[src/rtl/aes_ctrl_pkg.sv]
// Shared types and constants for the AES-128 round sequencer.
package aes_ctrl_pkg;
  typedef enum logic [1:0] {IDLE, KEYEXP, READY, RUN} seq_state_t;

  localparam int NUM_ROUNDS = 10;
  localparam int BLOCK_W    = 128;
endpackage

[src/rtl/aes_round_sequencer.sv]
// AES-128 round sequencer: owns state/key registers and steps the external
// round function and key-schedule step once per clock.
module aes_round_sequencer
  import aes_ctrl_pkg::*;
#(
  parameter int NUM_ROUNDS = 10,
  parameter int KEY_W      = 128
) (
  input  logic             HCLK,
  input  logic             HRESET,
  input  logic             enable,
  input  logic             encrypt,
  input  logic             data_valid,
  input  logic [KEY_W-1:0] inputData,
  input  logic             key_valid,
  input  logic [KEY_W-1:0] keyWord,
  output logic [KEY_W-1:0] rnd_state,
  output logic [KEY_W-1:0] rnd_key,
  output logic             rnd_final,
  output logic             rnd_inverse,
  input  logic [KEY_W-1:0] rnd_out,
  output logic [KEY_W-1:0] ks_key,
  output logic [3:0]       ks_rcon_idx,
  output logic             ks_inverse,
  input  logic [KEY_W-1:0] ks_next,
  output logic [KEY_W-1:0] result,
  output logic             result_valid,
  output logic             busy,
  output seq_state_t       dbg_state
);

  localparam logic [3:0] LAST = 4'(NUM_ROUNDS);

  seq_state_t       st_q, st_d;
  logic [KEY_W-1:0] state_q, k0_q, k10_q, wk_q, result_q;
  logic [KEY_W-1:0] pend_data_q, pend_key_q;
  logic [3:0]       cnt_q;
  logic             mode_q, result_valid_q, pend_d_q, pend_k_q;

  logic             start_key, accept, data_req;
  logic [KEY_W-1:0] new_key, acc_data;

  // Handshake: data_valid/key_valid are one-cycle commit pulses with no
  // back-pressure; anything that cannot be taken immediately is parked in a
  // one-deep pending slot (newest wins). result_valid rises one edge after the
  // final round and drops on the edge that accepts the next block.
  always_comb begin
    start_key = 1'b0;
    accept    = 1'b0;
    st_d      = st_q;
    data_req  = (data_valid & enable) | pend_d_q;
    acc_data  = (data_valid & enable) ? inputData : pend_data_q;
    new_key   = key_valid ? keyWord : pend_key_q;
    case (st_q)
      IDLE, READY: begin
        if (key_valid | pend_k_q) begin
          start_key = 1'b1;
          st_d      = KEYEXP;
        end else if ((st_q == READY) && data_req) begin
          accept = 1'b1;
          st_d   = RUN;
        end
      end
      KEYEXP:  if (cnt_q == LAST) st_d = READY;
      RUN:     if (cnt_q == LAST) st_d = READY;
      default: st_d = IDLE;
    endcase
  end

  always_comb begin
    rnd_state   = '0;
    rnd_key     = '0;
    rnd_final   = 1'b0;
    rnd_inverse = 1'b0;
    ks_key      = '0;
    ks_rcon_idx = '0;
    ks_inverse  = 1'b0;
    case (st_q)
      KEYEXP: begin
        ks_key      = wk_q;
        ks_rcon_idx = cnt_q;
      end
      RUN: begin
        rnd_state   = state_q;
        rnd_key     = wk_q;
        rnd_inverse = ~mode_q;
        rnd_final   = (cnt_q == LAST);
        if (cnt_q != LAST) begin
          ks_key      = wk_q;
          ks_rcon_idx = mode_q ? (cnt_q + 4'd1) : (LAST - cnt_q);
          ks_inverse  = ~mode_q;
        end
      end
      READY: begin
        // On acceptance the first round key is derived from K0 or K10.
        if (accept) begin
          ks_key      = encrypt ? k0_q : k10_q;
          ks_rcon_idx = encrypt ? 4'd1 : LAST;
          ks_inverse  = ~encrypt;
        end
      end
      default: ;
    endcase
  end

  always_ff @(posedge HCLK) begin
    if (HRESET) begin
      st_q           <= IDLE;
      state_q        <= '0;
      k0_q           <= '0;
      k10_q          <= '0;
      wk_q           <= '0;
      result_q       <= '0;
      pend_data_q    <= '0;
      pend_key_q     <= '0;
      cnt_q          <= '0;
      mode_q         <= 1'b0;
      result_valid_q <= 1'b0;
      pend_d_q       <= 1'b0;
      pend_k_q       <= 1'b0;
    end else begin
      st_q <= st_d;

      if (start_key) begin
        k0_q     <= new_key;
        wk_q     <= new_key;
        cnt_q    <= 4'd1;
        pend_k_q <= 1'b0;
      end else if (key_valid) begin
        pend_k_q   <= 1'b1;
        pend_key_q <= keyWord;
      end

      if (accept) begin
        mode_q         <= encrypt;
        state_q        <= acc_data ^ (encrypt ? k0_q : k10_q);
        wk_q           <= ks_next;
        cnt_q          <= 4'd1;
        result_valid_q <= 1'b0;
        pend_d_q       <= 1'b0;
      end else if (data_valid & enable) begin
        pend_d_q    <= 1'b1;
        pend_data_q <= inputData;
      end

      if (st_q == KEYEXP) begin
        wk_q  <= ks_next;
        cnt_q <= cnt_q + 4'd1;
        if (cnt_q == LAST) k10_q <= ks_next;
      end

      if (st_q == RUN) begin
        state_q <= rnd_out;
        if (cnt_q == LAST) begin
          result_q       <= rnd_out;
          result_valid_q <= 1'b1;
        end else begin
          wk_q  <= ks_next;
          cnt_q <= cnt_q + 4'd1;
        end
      end
    end
  end

  assign result       = result_q;
  assign result_valid = result_valid_q;
  assign busy         = (st_q == KEYEXP) | (st_q == RUN) | pend_d_q | pend_k_q;
  assign dbg_state    = st_q;

endmodule

[config.mk]
export PLATFORM = sky130hd
export DESIGN_NAME = aes_round_sequencer
export DESIGN_NICKNAME = d
export VERILOG_FILES = /design/src/rtl/aes_ctrl_pkg.sv /design/src/rtl/aes_round_sequencer.sv
export SDC_FILE = /design/constraint.sdc
export NUM_CORES = 2
export LEC_CHECK = 0
export ABC_CLOCK_PERIOD_IN_PS = 5040
export BUFFER_PORTS_ARGS = -buffer_cell sky130_fd_sc_hd__buf_2
export CORE_AREA = 3 3 404 406
export DETAILED_ROUTE_END_ITERATION = 10
export DIE_AREA = 0 0 407 409
export PLACE_DENSITY = 0.49
export SLEW_MARGIN = 5
export SYNTH_ARGS = -nofsm -noshare
export SYNTH_HDL_FRONTEND = slang
export SYNTH_SLANG_ARGS = --single-unit
export TNS_END_PERCENT = 30
[constraint.sdc]
create_clock -name HCLK -period 5.04 [get_ports HCLK]
set_input_delay 0.756 -clock HCLK [delete_from_list [all_inputs] [get_ports HCLK]]
set_output_delay 0.756 -clock HCLK [all_outputs]
set_load 0.005 [all_outputs]
Word level (Yosys, flattened, before mapping)
Index checks and enable logic that the tools add are counted.
{ "word_totals": {"input_bits": 518, "reg_bits": 906, "wordCells": 83} }
{ "classes": {"eq_ne": 7, "bitwise_logic": 9, "mux": 42, "addsub": 2, "n_reduce_logical": 10} }
{ "ops": {"columns": ["cell", "n"], "rows": [
  ["two-way mux 128 bit", 14],
  ["one-hot mux 128 bit (3 select lines)", 1],
  ["bitwise XOR 128 bit", 1],
  ["two-way mux 4 bit", 9],
  ["two-way mux 1 bit", 12],
  ["one-hot mux 4 bit (3 select lines)", 1],
  ["OR reduction 2 bit", 4],
  ["two-way mux 2 bit", 3],
  ["AND reduction 2 bit", 3],
  ["bitwise OR 1 bit", 5],
  ["adder 4 x 1 -> 4 bit, second input constant", 1],
  ["== test 2 bit, second input constant", 2],
  ["== test 4 bit, second input constant", 1],
  ["!= test 4 bit, second input constant", 1],
  ["one-hot mux 2 bit (2 select lines)", 1],
  ["subtractor 4 bit, first input constant", 1],
  ["!= test 3 bit, second input constant", 1],
  ["== test 2 x 1 -> 1 bit, second input constant", 1],
  ["zero test 2 bit", 1],
  ["!= test 2 x 1 -> 1 bit, second input constant", 1],
  ["inverter 1 bit", 2],
  ["one-hot mux 1 bit (2 select lines)", 1],
  ["nonzero test 2 bit", 1],
  ["bitwise AND 1 bit", 1],
  ["logical AND 1 bit", 1]
]} }

Logic depth before layout (Yosys ltp)
{ "logic_depth": {"ltp_word": 10, "depth_mapped": 11} }

Worst setup path after synthesis
OpenSTA, ideal clock, no wires.
{ "synth_path": {"path_type": "input port to output port", "from": "input port key_valid", "to": "output port ks_key[37]", "slack_ns": 1.932, "stages": 6, "path_buffers": 3, "t_arrival_ns": 2.352, "required_ns": 4.284, "cell_sequence": "buf_2 or4b_4 nor2_1 clkbuf_1 clkbuf_1 a22o_1"} }
{ "synth_between": {"elab_chain_cells": 5} }
{ "synth_rtl": {"columns": ["element", "line", "source"], "rows": [
  ["from (decl)", "aes_round_sequencer.sv:15", "input logic key_valid,"],
  ["bitwise OR 1 bit", "aes_round_sequencer.sv:56", "if (key_valid | pend_k_q) begin"],
  ["two-way mux 1 bit", "aes_round_sequencer.sv:56", null],
  ["two-way mux 1 bit", "aes_round_sequencer.sv:54", "case (st_q)"],
  ["two-way mux 128 bit", "aes_round_sequencer.sv:96", "if (accept) begin"],
  ["one-hot mux 128 bit (3 select lines)", "aes_round_sequencer.sv:78", "case (st_q)"],
  ["to (decl)", "aes_round_sequencer.sv:22", "output logic [KEY_W-1:0] ks_key,"]
]} }
No other way between the ends.

Worst setup path after layout
{ "layout_path": {"from": "register st_q[1] (netlist: dbg_state[1])", "to": "output port rnd_final"} }
{ "layout_between": {"elab_chain_cells": 2} }
{ "layout_rtl": {"columns": ["element", "line", "source"], "rows": [
  ["from (decl)", "aes_round_sequencer.sv:34", "seq_state_t st_q, st_d;"],
  ["from (signal assigned)", "aes_round_sequencer.sv:122", "st_q <= st_d;"],
  ["== test 2 bit", "aes_round_sequencer.sv:78", null],
  ["two-way mux 1 bit", "aes_round_sequencer.sv:78", null],
  ["to (decl)", "aes_round_sequencer.sv:19", "output logic rnd_final,"]
]} }
No other way between the ends.

==> summary.txt <==
STA
  • Hold_ws: 0.262 ns
  • Setup-failing EPs final: 0
  • Top achievable clock speed: 230 MHz
  • Final hold violation count: 0
  • Setup repair after global routing missed its margin: false
  • Worst clock skew on the final layout: 0.0675 ns
  • Pin slew with the least headroom to its limit: 1.33 ns
  • Share of the cycle needed by the critical path after routing: 0.863
  • Normalized max-slew margin: 0.113
  • Worst setup margin: 0.690 ns
  • Sum of negative setup slack: 0 ns
  • Final number of max-transition violations: 0
  • Post-route minimum period: 4.35 ns

Detailed routing
  • DRC: 0
  • Router iterations before antenna repair: 8
  • Routed Antenna Nets: 0
  • Count of vias placed by the detailed router: 41.6k
  • First-iteration detailed-routing DRC count: 3650
  • Mean routed wirelength per cell: 26.0 um
  • Final Routed Wirelength: 204000 um
  • Vias per cell: 5.30

Yosys
  • Number of enable-type register cells in the synthesized netlist: 0
  • Synth Net Count: 5286
  • Post-synth ARST share: 0
  • Mux contribution to synthesized area: 0.0672
  • Top_reg_cell synth: sky130_fd_sc_hd__dfxtp_1
  • Dominant combinational cell family by area after synthesis: compound AO/OA/AOI/OAI gates
  • Yosys Warn Count: 0
  • Cells after Synth: 4766
  • Post-synthesis instance area: 40500 um^2
  • Synth Register Bits: 906
  • Number of different library cells in the post-synthesis netlist: 44
  • Part of the Yosys area used for sequential elements: 0.448
  • Post-Synth XOR/XNOR Area: 0.000433
  • Synthesized area per cell: 8.50 um^2
  • Synth Area in Compound Gates: 0.258
  • Fraction of the mapped netlist area in simple logic gates: 0.177
  • Adder and majority cell fraction of the synthesized area: 0.000618

Placement
  • Half-perimeter wire length of the detailed placement result: 137000 um
  • Final weighted congestion of routability-driven global placement: 0.873
  • Area post-placement: 47400 um^2
  • Input/output buffers: 1040
  • Pre-CTS setup slack: 0.876 ns

Outcome
  • Status: completed

Clocking
  • Clk root buf: sky130_fd_sc_hd__clkbuf_16
  • CTS clk-pin slew, worst paths: 0.06 ns
  • # clock sinks: 906
  • Clock tree from TritonCTS: built
  • CTS Hold Bufs: 0
  • Post CTS Setup Buffer Count: 0
  • Clock buffer count from CTS: 107
  • CTS Buffer Depth: 3
  • Number of levels in the clock H-tree: 3
  • Resized cells post-CTS: 0
  • Clock latency on the worst-skew pair: 0.72 ns

Worst setup path
  • Kind of end point of the critical path: output pin
  • Source of the worst register-to-register timing path: dbg_state[1]
  • Max incr delay on CP: 0.67 ns
  • Reg2Reg Capture Point: wk_q[42]
  • Path type of the worst setup path: reg -> out
  • Worst Path Arrival: 3.59 ns
  • Req. time, crit path: 4.28 ns
  • CP Cell Sequence: buf_4 -> nand3_4 -> inv_6 -> buf_2
  • Buffer and inverter count on the worst path: 3
  • Critical-path maximum fanout: 79
  • CP delay by family, top: buffers and inverters
  • Critical path launch point type: flop
  • Internal reg-to-reg setup slack: 1.20 ns
  • Critical Path Slowest Stage Cell: sky130_fd_sc_hd__dfxtp_4
  • Worst-case reg-to-reg path depth: 5

Min path
  • Kind of path behind the tightest hold check: in -> reg
  • Hold path depth: 2
  • Startpoint of the most critical hold path: ks_next[1]
  • Hold Path End: wk_q[1]

Floorplanning
  • Die outline area: 166000 um^2
  • Horizontal extent of the die: 407 um
  • Area inside the core boundary: 160000 um^2
  • Vert. Die Dim: 409 um
  • Floorplan row count: 147
  • Initial standard-cell utilization of the core: 0.253
  • I/O pin cnt: 1041

Power and ir drop
  • VDD IR-drop max: 0.329 mV
  • Portion of total power attributed to sequential cells: 0.444
  • Net switching power: 4700 uW
  • Comb power frac: 0.095
  • Internal Power: 12700 uW
  • Clk pwr share: 0.462
  • Total power density per cell area: 340 nW/um^2
  • Pleak: 0.0227 uW
  • Sw Ratio: 0.270

GRT
  • Total global routing overflow: 0
  • Global-route wire length before repair: 285000 um
  • Pin count of the biggest net entering global routing: 207
  • Vias in the first global route: 39.1k
  • Combined global-route utilization of all metal layers: 0.231
  • Met1 Resource Use GR: 0.293
  • Met3 routing resource usage after global routing: 0.0526
  • GR Util met2: 0.366
  • Global routing's busiest layer: met2
  • Number of antenna violations at the first check in global routing: 121

Layout
  • Share of cells above drive strength 1: 0.259
  • Area grow syn2layout: 26.7%
  • End-of-flow core utilization: 0.320
  • Sequential cell area: 18100 um^2
  • Multi-input combinational cell area: 20500 um^2
  • Most common library cell in the layout ignoring fill and taps: sky130_fd_sc_hd__nand2_1
  • Total Nets Final: 6019
  • Filler cells: 17.0k
  • Leading cell types in the layout, fill and taps excluded: sky130_fd_sc_hd__nand2_1 (1070), sky130_fd_sc_hd__buf_2 (1037), sky130_fd_sc_hd__dfxtp_1 (904)
  • Area of all placed cells without fillers: 51300 um^2

Run
  • Number of maximum-capacitance constraint violations: 0
[power groups by stage]
stage / Sequential [uW] / Combinational [uW] / Clock [uW]
2_1_floorplan: 7750 / 888 / 0
3_5_place_dp: 7870 / 1650 / 0
3_3_place_gp: 7870 / 1630 / 0
4_1_cts: 7720 / 1660 / 8240
5_1_grt: 7750 / 1780 / 8530
6_report: 7730 / 1650 / 8050
[how the worst max path moves through the flow]
stage / from / to / depth (start not counted)
final: dbg_state[1] / rnd_final / 4
after global routing: dbg_state[1] / rnd_final / 4
after CTS: dbg_state[1] / rnd_final / 4
after detailed placement: key_valid / wk_q[28] / 6
after global placement: key_valid / wk_q[51] / 6
after floorplan: key_valid / ks_key[37] / 6
[logic make-up (layout without fill, tap and decap cells)]
group / count (synthesis) / in the layout
AO/OA/AOI/OAI: 1478 / 1478
XOR/XNOR: 2 / 2
adder cells (fa/ha/maj): 2 / 2
buffers and inverters: 494 / 1314
flip-flops: 906 / 906
multiplexers: 256 / 256
other: 0 / 99
AND/OR/NAND/NOR: 1628 / 1628
[final cells by class]
| class | count | area share |
|---|---|---|
| diodes | 99 | 0.00483 |
| clock buffers | 161 | 0.0620 |
| clock inverters | 35 | 0.00892 |
| inverters | 5 | 0.000463 |
| multi-input cells | 3366 | 0.400 |
| flip-flops and latches | 906 | 0.354 |
| well taps | 2160 | 0.0527 |
| repair buffers | 1113 | 0.118 |
[cells in the mapped netlist (2+ instances only)]
library cell                instances  area (um^2)
sky130_fd_sc_hd__nand2_1         1075         4040
sky130_fd_sc_hd__dfxtp_1          906        18100
sky130_fd_sc_hd__a21oi_1          523         2620
sky130_fd_sc_hd__clkbuf_1         430         1610
sky130_fd_sc_hd__and3_1           384         2400
sky130_fd_sc_hd__nor2_1           137          514
sky130_fd_sc_hd__o22ai_1          131          820
sky130_fd_sc_hd__a221oi_1         129         1130
sky130_fd_sc_hd__a22o_1           129         1130
sky130_fd_sc_hd__a31oi_1          128          801
sky130_fd_sc_hd__mux2_2           128         1440
sky130_fd_sc_hd__mux2i_1          128         1280
sky130_fd_sc_hd__o221a_1          120         1350
sky130_fd_sc_hd__a21o_1            88          661
sky130_fd_sc_hd__a221o_1           87          871
sky130_fd_sc_hd__o21ai_0           45          225
sky130_fd_sc_hd__a211oi_1          42          315
sky130_fd_sc_hd__a2bb2oi_1         41          359
sky130_fd_sc_hd__buf_2             25          125
sky130_fd_sc_hd__buf_1             20         75.1
sky130_fd_sc_hd__buf_6             14          158
sky130_fd_sc_hd__o221a_2            8         90.1
sky130_fd_sc_hd__nor3_1             7         35.0
sky130_fd_sc_hd__and2_1             5         31.3
sky130_fd_sc_hd__inv_1              4         15.0
sky130_fd_sc_hd__nand3_1            4         20.0
sky130_fd_sc_hd__nand3b_1           3         22.5
sky130_fd_sc_hd__or3_1              3         18.8
sky130_fd_sc_hd__a22oi_1            2         15.0
sky130_fd_sc_hd__and3b_1            2         17.5
sky130_fd_sc_hd__ha_1               2         25.0
sky130_fd_sc_hd__nand2b_1           2         12.5
sky130_fd_sc_hd__o21bai_1           2         15.0
sky130_fd_sc_hd__xnor2_1            2         17.5
[stage by stage]
stage               power, uW  cells
floorplan                8640   4766
global placement         9500   7550
detailed placement       9530   7550
CTS                     17600   7746
global route            18100   7813
finish                  17400   7845
[sequential cells by signal, summed over array words and instances (netlist names)]
name	flops
state_q	128
result	128
pend_key_q	128
k10_q	128
wk_q	128
result_valid	1
cnt_q	4
pend_k_q	1
k0_q	128
mode_q	1
pend_d_q	1
dbg_state	2
pend_data_q	128
[worst reg2reg max path, cell delays in order (launching register included)]
cell                      delay (ns)
sky130_fd_sc_hd__dfxtp_4        0.67
sky130_fd_sc_hd__nor4b_2        0.74
sky130_fd_sc_hd__a22oi_2        0.22
sky130_fd_sc_hd__nor2_4         0.93
sky130_fd_sc_hd__buf_4          0.80
sky130_fd_sc_hd__a221o_1        0.42
[per-layer routing]
layer / part of all wire / routed length, um
met3: 0.080 / 16300
met1: 0.42 / 84700
met4: 0.041 / 8320
met5: 0.0013 / 271
met2: 0.46 / 94000
No activity file was read; power rests on OpenSTA's default activity.
